$ cat src/rtl/free_list_pkg.sv
// Shared constants and width helpers for the rename-stage physical register free list.
package free_list_pkg;

    localparam int ZERO_REG = 0;

    function automatic int pr_w(input int preg_num);
        return $clog2(preg_num);
    endfunction

    function automatic int ckpt_w(input int ckpt_num);
        return (ckpt_num > 1) ? $clog2(ckpt_num) : 1;
    endfunction

    function automatic int ptr_w(input int depth);
        return $clog2(depth) + 1;
    endfunction

    // Wrap-bit head pointer as held in a checkpoint slot, sized for the default 64/32 build.
    typedef logic [ptr_w(64 - 32)-1:0] ckpt_ptr_t;

endpackage

$ cat src/rtl/lane_prefix_cnt.sv
// Per-lane running popcount of a lane-enable vector.
// incl[WAYS-1] doubles as the total count.
module lane_prefix_cnt #(
    parameter int WAYS  = 2,
    parameter int CNT_W = $clog2(WAYS + 1)
) (
    input  logic [WAYS-1:0]            vec,
    output logic [WAYS-1:0][CNT_W-1:0] excl,
    output logic [WAYS-1:0][CNT_W-1:0] incl
);

    always_comb begin
        logic [CNT_W-1:0] run;
        run  = '0;
        excl = '0;
        incl = '0;
        for (int i = 0; i < WAYS; i++) begin
            excl[i] = run;
            run     = run + CNT_W'(vec[i]);
            incl[i] = run;
        end
    end

endmodule

$ cat src/rtl/free_list_ckpt.sv
// Circular free list of physical register tags with WAYS-wide allocate/reclaim
// and per-branch head checkpoints restored in one cycle on mispredict.
module free_list_ckpt
    import free_list_pkg::*;
#(
    parameter  int PREG_NUM = 64,
    parameter  int AREG_NUM = 32,
    parameter  int WAYS     = 2,
    parameter  int CKPT_NUM = 4,
    localparam int PR_W     = pr_w(PREG_NUM),
    localparam int CKPT_W   = ckpt_w(CKPT_NUM),
    localparam int FL_DEPTH = PREG_NUM - AREG_NUM,
    localparam int IDX_W    = $clog2(FL_DEPTH),
    localparam int PTR_W    = ptr_w(FL_DEPTH),
    localparam int CNT_W    = $clog2(WAYS + 1)
) (
    input  logic                        clock,
    input  logic                        reset,
    input  logic [WAYS-1:0]             disp_en,
    input  logic [WAYS-1:0]             disp_br,
    input  logic [WAYS-1:0][CKPT_W-1:0] disp_br_tag,
    input  logic [WAYS-1:0]             retire_en,
    input  logic [WAYS-1:0][PR_W-1:0]   retire_told,
    input  logic                        br_mispredict,
    input  logic [CKPT_W-1:0]           br_mis_tag,
    output logic [WAYS-1:0][PR_W-1:0]   fl_T,
    output logic [WAYS-1:0]             fl_grant,
    output logic [PR_W:0]               fl_free_cnt,
    output logic [WAYS-1:0]             fl_stall
);

    typedef logic [PTR_W-1:0] ptr_t;

    logic [PR_W-1:0] entry [FL_DEPTH];
    ptr_t            ckpt  [CKPT_NUM];
    ptr_t            head, tail, cnt, alloc_n;

    logic [WAYS-1:0][CNT_W-1:0] d_excl, d_incl, r_excl, r_incl;

    function automatic logic [IDX_W-1:0] idx(input ptr_t p);
        return p[IDX_W-1:0];
    endfunction

    // Grants are the first min(n, free) enabled lanes, so their count is a clamp.
    function automatic ptr_t sat(input logic [CNT_W-1:0] n, input ptr_t lim);
        return (int'(n) < int'(lim)) ? ptr_t'(n) : lim;
    endfunction

    lane_prefix_cnt #(.WAYS(WAYS), .CNT_W(CNT_W)) u_disp_cnt (
        .vec  (disp_en),
        .excl (d_excl),
        .incl (d_incl)
    );

    lane_prefix_cnt #(.WAYS(WAYS), .CNT_W(CNT_W)) u_ret_cnt (
        .vec  (retire_en),
        .excl (r_excl),
        .incl (r_incl)
    );

    assign cnt         = tail - head;
    assign fl_free_cnt = (PR_W + 1)'(cnt);

    always_comb begin
        fl_grant = '0;
        fl_T     = '0;
        fl_stall = '0;
        alloc_n  = br_mispredict ? '0 : sat(d_incl[WAYS-1], cnt);
        for (int i = 0; i < WAYS; i++) begin
            fl_stall[i] = int'(cnt) < (i + 1);
            fl_grant[i] = disp_en[i] && !br_mispredict && (int'(d_excl[i]) < int'(cnt));
            fl_T[i]     = fl_grant[i] ? entry[idx(head + ptr_t'(d_excl[i]))] : PR_W'(ZERO_REG);
        end
    end

    always_ff @(posedge clock) begin
        if (!reset) begin
            head <= '0;
            tail <= ptr_t'(FL_DEPTH);
            for (int i = 0; i < FL_DEPTH; i++) entry[i] <= PR_W'(AREG_NUM + i);
            for (int c = 0; c < CKPT_NUM; c++) ckpt[c] <= '0;
        end else begin
            for (int i = 0; i < WAYS; i++)
                if (retire_en[i]) entry[idx(tail + ptr_t'(r_excl[i]))] <= retire_told[i];
            tail <= tail + ptr_t'(r_incl[WAYS-1]);
            if (br_mispredict) begin
                head <= ckpt[br_mis_tag];
            end else begin
                head <= head + alloc_n;
                // ascending lane order lets the highest lane win a shared tag
                for (int i = 0; i < WAYS; i++)
                    if (disp_br[i]) ckpt[disp_br_tag[i]] <= head + sat(d_incl[i], cnt);
            end
        end
    end

    // Net occupancy after this cycle's grants and reclaims must fit the list.
    always_ff @(posedge clock)
        if (reset) assert (int'(cnt) - int'(alloc_n) + int'(r_incl[WAYS-1]) <= FL_DEPTH);

endmodule
$ cat config.mk
export PLATFORM = sky130hd
export DESIGN_NAME = free_list_ckpt
export DESIGN_NICKNAME = d
export VERILOG_FILES = /design/src/rtl/free_list_pkg.sv /design/src/rtl/lane_prefix_cnt.sv /design/src/rtl/free_list_ckpt.sv
export SDC_FILE = /design/constraint.sdc
export NUM_CORES = 1
export LEC_CHECK = 0
export BUFFER_PORTS_ARGS = -buffer_cell sky130_fd_sc_hd__buf_2
export CAP_MARGIN = 0
export CORE_UTILIZATION = 60
export DETAILED_ROUTE_END_ITERATION = 10
export PLACE_DENSITY_LB_ADDON = 0.05
export SKIP_CTS_REPAIR_TIMING = 1
export SLEW_MARGIN = 20
export SYNTH_ARGS = -nofsm -noshare
export SYNTH_HDL_FRONTEND = slang
export SYNTH_SLANG_ARGS = --single-unit
$ cat constraint.sdc
create_clock -name clock -period 6.25 [get_ports clock]
set_input_delay 0 -clock clock [delete_from_list [all_inputs] [get_ports clock]]
set_output_delay 0 -clock clock [all_outputs]
set_load 0.1 [all_outputs]
# --- Yosys cells after proc, flatten, opt, wreduce, memory -nomap -nowiden ---
# Memory sizes are Yosys's and may differ from the RTL's. A register that Yosys moved wholly into a read port is not among the register bits.
# Cells that the tools add are included.
op_classes:
  addsub: 9
  order_cmp: 5
  n_mux: 34
  n_reduce_logical: 9
ops:
  columns: ["cell", "count"]
  rows:
  - ["2-to-1 mux 6 bit", 10]
  - ["OR reduction 6 bit", 4]
  - ["2-to-1 mux 1 bit", 19]
  - ["adder 6 bit", 3]
  - ["2-to-1 mux 5 bit", 3]
  - ["adder 5 x 1 -> 5 bit", 2]
  - ["adder 6 x 2 -> 6 bit", 1]
  - ["less-than comparator 1 x 6 -> 1 bit", 1]
  - ["less-than comparator 1 x 6 -> 1 bit (first input constant)", 1]
  - ["less-than comparator 2 x 6 -> 1 bit", 1]
  - ["less-than comparator 6 x 1 -> 1 bit (second input constant)", 1]
  - ["less-than comparator 6 x 2 -> 1 bit (second input constant)", 1]
  - ["subtractor 6 bit", 1]
  - ["adder 1 x 1 -> 2 bit", 2]
  - ["logical AND 1 bit", 4]
  - ["2-to-1 mux 2 bit", 2]
  - ["logical NOT 1 bit", 1]
totals:
  ff_bits: 12
  mem_bits_rw: 216
  inputBits: 27
  out_inout_bits: 23
  wordCells: 61
  n_memories: 2
mem_list:
  columns: ["name", "words", "word_bits", "read_ports", "rd_ports_with_merged_regs", "write_ports", "line_no", "text"]
  rows:
  - ["entry", 32, 6, 2, 1, 32, "free_list_ckpt.sv:34", "logic [PR_W-1:0] entry [FL_DEPTH];"]
  - ["ckpt", 4, 6, 1, 0, 4, "free_list_ckpt.sv:35", "ptr_t ckpt [CKPT_NUM];"]

# --- Longest topological paths before layout ---
depth:
  word_depth: 7
  mapped_depth: 19
  depth_no_buf: 19

# --- Modules after synthesis ---
# Synthesis repeated with hierarchy kept, for this count alone.
unflattened:
  cells_unflattened: 1277
  hier_area_um2: 15280.9
by_module_without_submodules:
  columns: ["mod", "n_inst", "cells_per_inst", "area_per_inst_um2", "seq_area_each_um2"]
  rows:
  - ["free_list_ckpt", 1, 1261, 15158.3, 6726.5]
  - ["lane_prefix_cnt", 2, 8, 61.3, 0.0]

# --- Worst setup path after synthesis ---
# OpenSTA, ideal clock, no wires.
synth_timing:
  path_type: "register to register"
  from: "register head[1]"
  to: "memory ckpt[3][4] (netlist bit) (data pin)"
  setup_time_ps: 268
  arrival_ps: 4908
  required_ps: 5982
  slack_ps: 1074
  path_stages_with_launch: 17
  path_buffers: 2
  period_less_slack_ps: 5176
  cell_sequence: "dfxtp_1 > buf_2 > clkbuf_1 > inv_1 > fa_1 > inv_1 > o211a_4 > and2_1 > nor2_1 > ha_1 > fa_1 > a21oi_1 > nor2_1 > nor2_1 > xor2_1 > or2_2 > mux2i_1"
synth_rtl:
  columns: ["element", "line_no", "text"]
  rows:
  - ["start: declaration", "free_list_ckpt.sv:36", "ptr_t head, tail, cnt, alloc_n;"]
  - ["start signal: assignment", "free_list_ckpt.sv:87", "head <= ckpt[br_mis_tag];"]
  - ["start signal: assignment", "free_list_ckpt.sv:89", "head <= head + alloc_n;"]
  - ["end: declaration", "free_list_ckpt.sv:35", null]

==> run metrics <==
top layer reached by signal wires=met4; vias in the first global route=11010; flop and latch count out of synthesis=between 200 and 250; global-route wire length before repair=just over 70000 microns; horizontal die dimension=approximately 160 microns; violated checks=negative hold slack; average footprint of a synthesized cell=roughly 11 sq um; clock slew seen by the registers of the worst setup and hold paths=around 0.060 ns; count of boundary I/O pins=50; fraction of the yosys area taken by sequential cells=0.4436; count of flip-flops with a built-in enable after synthesis=about 220; endpoint of the lowest-slack register-to-register path=ckpt[2][5]$_DFFE_PP_; Max-cap violations=0; unrepaired setup endpoints after global routing=no; met2 routed WL=21610 microns; worst min-delay path class=in2reg; routed length per instance=between 20 and 30 microns; filler instances=between 1500 and 2000; IR Drop Worst-Case VDD=around 0.00023 V; pin count of the biggest net entering global routing=56; source of the critical timing path=head[0]$_SDFF_PN0_; synthesized area=between 15000 and 20000 sq um; async set or reset register ratio after synthesis=0; chip height=around 160 microns; top fanout value on the critical path=31; layout cells sized above 1=0.1957; end of the critical path=ckpt[2][5]$_DFFE_PP_; CP startpoint kind=flip-flop; final setup fails=0; gate count of the mapped netlist=around 1300; count of unique library cells instantiated by Yosys=63; crit end category=flip-flop; worst setup path class=reg2reg; number of sinks driven by the clock tree=about 230; total of warnings raised by yosys=0; non-filler cells in the finished layout=between 1500 and 2000; setup clock skew after layout=around 0.013 ns; detailed-route wire length on metal 1=17790 microns; number of vias per cell=approximately 7; number of failing hold endpoints at the final stage=5; number of max-slew violations in the final report=0; number of antenna violations at the first check in global routing=0; ant diodes=0; number of H-tree levels=1; total congestion overflow after global routing=0; final standard cell area without fillers=between 15000 and 20000 sq um; initial drt markers=1668; required time reported for the critical path endpoint=around 6.5 ns; largest area contributor in the netlist=sky130_fd_sc_hd__edfxtp_1; Skew-Pair Late Insertion Delay=about 0.55 ns; number of standard-cell rows in the floorplan=between 50 and 60; Total Routed Length=47530 microns; slew at the pin with the worst max-slew slack=about 1.2 ns; Slew HR=0.2315; DR vias=around 12000; iteration count of the initial detailed-routing pass=6; HPWL Detailed=roughly 33000 microns; worst-case register-to-register setup slack=~1.7 ns; number of buffers inserted during clock tree synthesis=26; Post-Route Setup TNS=0 ns; cell depth of the worst flop-to-flop path=16; All-Layer GR Usage=0.3757; period utilisation layout=0.7296; TritonCTS clock tree=built; die footprint=25910 sq um; buffer type at the clock tree root=sky130_fd_sc_hd__clkbuf_16; Pleak=roughly 5.2 nW; initial core utilization=0.6181; placed cell areas=15500 sq um; fin nets=roughly 1400; placeable core region=~25000 sq um; final critical delay including setup and external delays=~4.6 ns; launching point of the worst reg2reg path=head[0]$_SDFF_PN0_; final RePlAce weighted congestion=around 0.96; fmax=approximately 0.22 GHz; Max clock buf depth=3; met3 wirelength from detailed routing=between 6000 and 7000 microns; number of routed nets with antenna violations=0; post-detailed-route DRC marker count=0; Main synth FF type=sky130_fd_sc_hd__edfxtp_1; post-route worst hold slack=-0.02837 ns; result of the run=finished, violations left; Final Power=4.255 mW; crit path DAT=a little under 5 ns; layout overhead on the synthesized area=7.492%; I/O Buffers=48; total placed cells including tap cells=roughly 1600; top cells by area, synth=sky130_fd_sc_hd__edfxtp_1, sky130_fd_sc_hd__mux4_2, sky130_fd_sc_hd__mux2i_1, sky130_fd_sc_hd__nor2_1, sky130_fd_sc_hd__nand2_1; post-synth top area share=0.4277; hold_sp=br_mispredict; PwrDens=261.0 nW/um^2
==> synthesized netlist by cell type (17+ instances only) <==
| master | n |
|---|---|
| sky130_fd_sc_hd__mux4_2 | 114 |
| sky130_fd_sc_hd__mux2i_1 | 75 |
| sky130_fd_sc_hd__o22ai_1 | 26 |
| sky130_fd_sc_hd__o31ai_1 | 17 |
| sky130_fd_sc_hd__nand2_1 | 117 |
| sky130_fd_sc_hd__clkbuf_1 | 70 |
| sky130_fd_sc_hd__ha_1 | 27 |
| sky130_fd_sc_hd__mux2_2 | 18 |
| sky130_fd_sc_hd__o21ai_1 | 30 |
| sky130_fd_sc_hd__nand3_1 | 59 |
| sky130_fd_sc_hd__inv_1 | 33 |
| sky130_fd_sc_hd__edfxtp_1 | 216 |
| sky130_fd_sc_hd__nor2_1 | 146 |
| sky130_fd_sc_hd__o21ai_0 | 25 |
| sky130_fd_sc_hd__buf_2 | 28 |
| sky130_fd_sc_hd__a21oi_1 | 80 |
| sky130_fd_sc_hd__nor3_1 | 41 |
==> sequential cells by signal (all words and copies together), names as in the netlist <==
register	cells
entry	192
tail	6
head	6
ckpt	24
==> cell usage in the layout (no fill, tap or decap), drive strengths merged, types with 13 or more instances in the layout <==
master	instances
o21ai	55
clkbuf	33
mux2	26
mux2i	75
a21oi	80
o31ai	17
ha	27
inv	37
buf	60
nand4	14
nand3	59
and2	14
mux4	114
nor3	50
xor2	14
nand3b	13
o22ai	26
a31oi	15
nand2	117
nor2	154
edfxtp	216
==> report_power, final <==
group | switching (mW) | leakage (nW) | internal, mW
sequential | 0.0546 | 1.94 | 1.72
combinational | 0.724 | 2.94 | 0.341
clock | 0.615 | 0.364 | 0.796
total | 1.39 | 5.24 | 2.86
==> kinds of logic (layout without fill, tap and decap cells) <==
family                     count (synthesis)  count (layout)  synth area share
adders and majority gates                 32              32           0.02888
xor gates and xnor gates                  24              24           0.01436
other                                      1              12         0.0002473
muxes                                    215             215            0.2381
DFF                                      228             228            0.4436
buffers and inverters                    148             145           0.04092
AOI/OAI and AO/OA                        231             231           0.09216
and+or+nand+nor                          452             452            0.1417
==> worst min path at each step <==
stage / to / cells after the start
final: head[5]$_SDFF_PN0_ / 3
after global routing: head[5]$_SDFF_PN0_ / 3
after CTS: tail[0]$_SDFF_PN0_ / 3
after detailed placement: tail[0]$_SDFF_PN0_ / 3
after global placement: tail[0]$_SDFF_PN0_ / 3
after floorplan: entry[20][0]$_DFFE_PP_ / 1
==> cell type report <==
| class | instances | area [sq um] | area share |
|---|---|---|---|
| clock buffer | 33 | 676.9 | 0.04153 |
| inverter | 39 | 146.4 | 0.008981 |
| multi-input combinational | 966 | 7889 | 0.4840 |
| tap | 324 | 405.4 | 0.02487 |
| clock inverter | 8 | 71.32 | 0.004375 |
| timing repair buffer | 65 | 380.4 | 0.02333 |
| sequential | 228 | 6731 | 0.4130 |
==> per-stage QoR <==
step	hold slack, ns	utilization	setup slack [ns]
3_3_place_gp	0.4781	0.6317	1.809
3_5_place_dp	0.4763	0.6317	1.733
6_report	-0.02837	0.6644	1.690
4_1_cts	-0.07421	0.6622	1.701
5_1_grt	0.003773	0.6644	1.382
2_1_floorplan	0.2009	-	1.074
==> critical path: stages, from the launching register on <==
cell and delay [ns]:
sky130_fd_sc_hd__dfxtp_4 0.77, sky130_fd_sc_hd__ha_1 0.29, sky130_fd_sc_hd__inv_1 0.07, sky130_fd_sc_hd__fa_1 0.53, sky130_fd_sc_hd__inv_1 0.08, sky130_fd_sc_hd__ha_1 0.27
sky130_fd_sc_hd__o21a_1 0.12, sky130_fd_sc_hd__o221a_2 0.22, sky130_fd_sc_hd__mux2i_1 0.40, sky130_fd_sc_hd__inv_1 0.08, sky130_fd_sc_hd__ha_1 0.27, sky130_fd_sc_hd__a21o_1 0.18
sky130_fd_sc_hd__a21oi_1 0.23, sky130_fd_sc_hd__o21bai_1 0.09, sky130_fd_sc_hd__a21oi_1 0.20, sky130_fd_sc_hd__xor2_1 0.33, sky130_fd_sc_hd__o22ai_1 0.14
==> per-layer routing <==
| metal | vias to the layer above | GRT usage |
|---|---|---|
| met2 | 852 | 0.5780 |
| met3 | 118 | 0.06471 |
| met5 | - | 0 |
| met4 | 0 | 0.1338 |
| met1 | 5686 | 0.5423 |
| li1 | 5046 | - |
(Power assumes the default switching activity.)
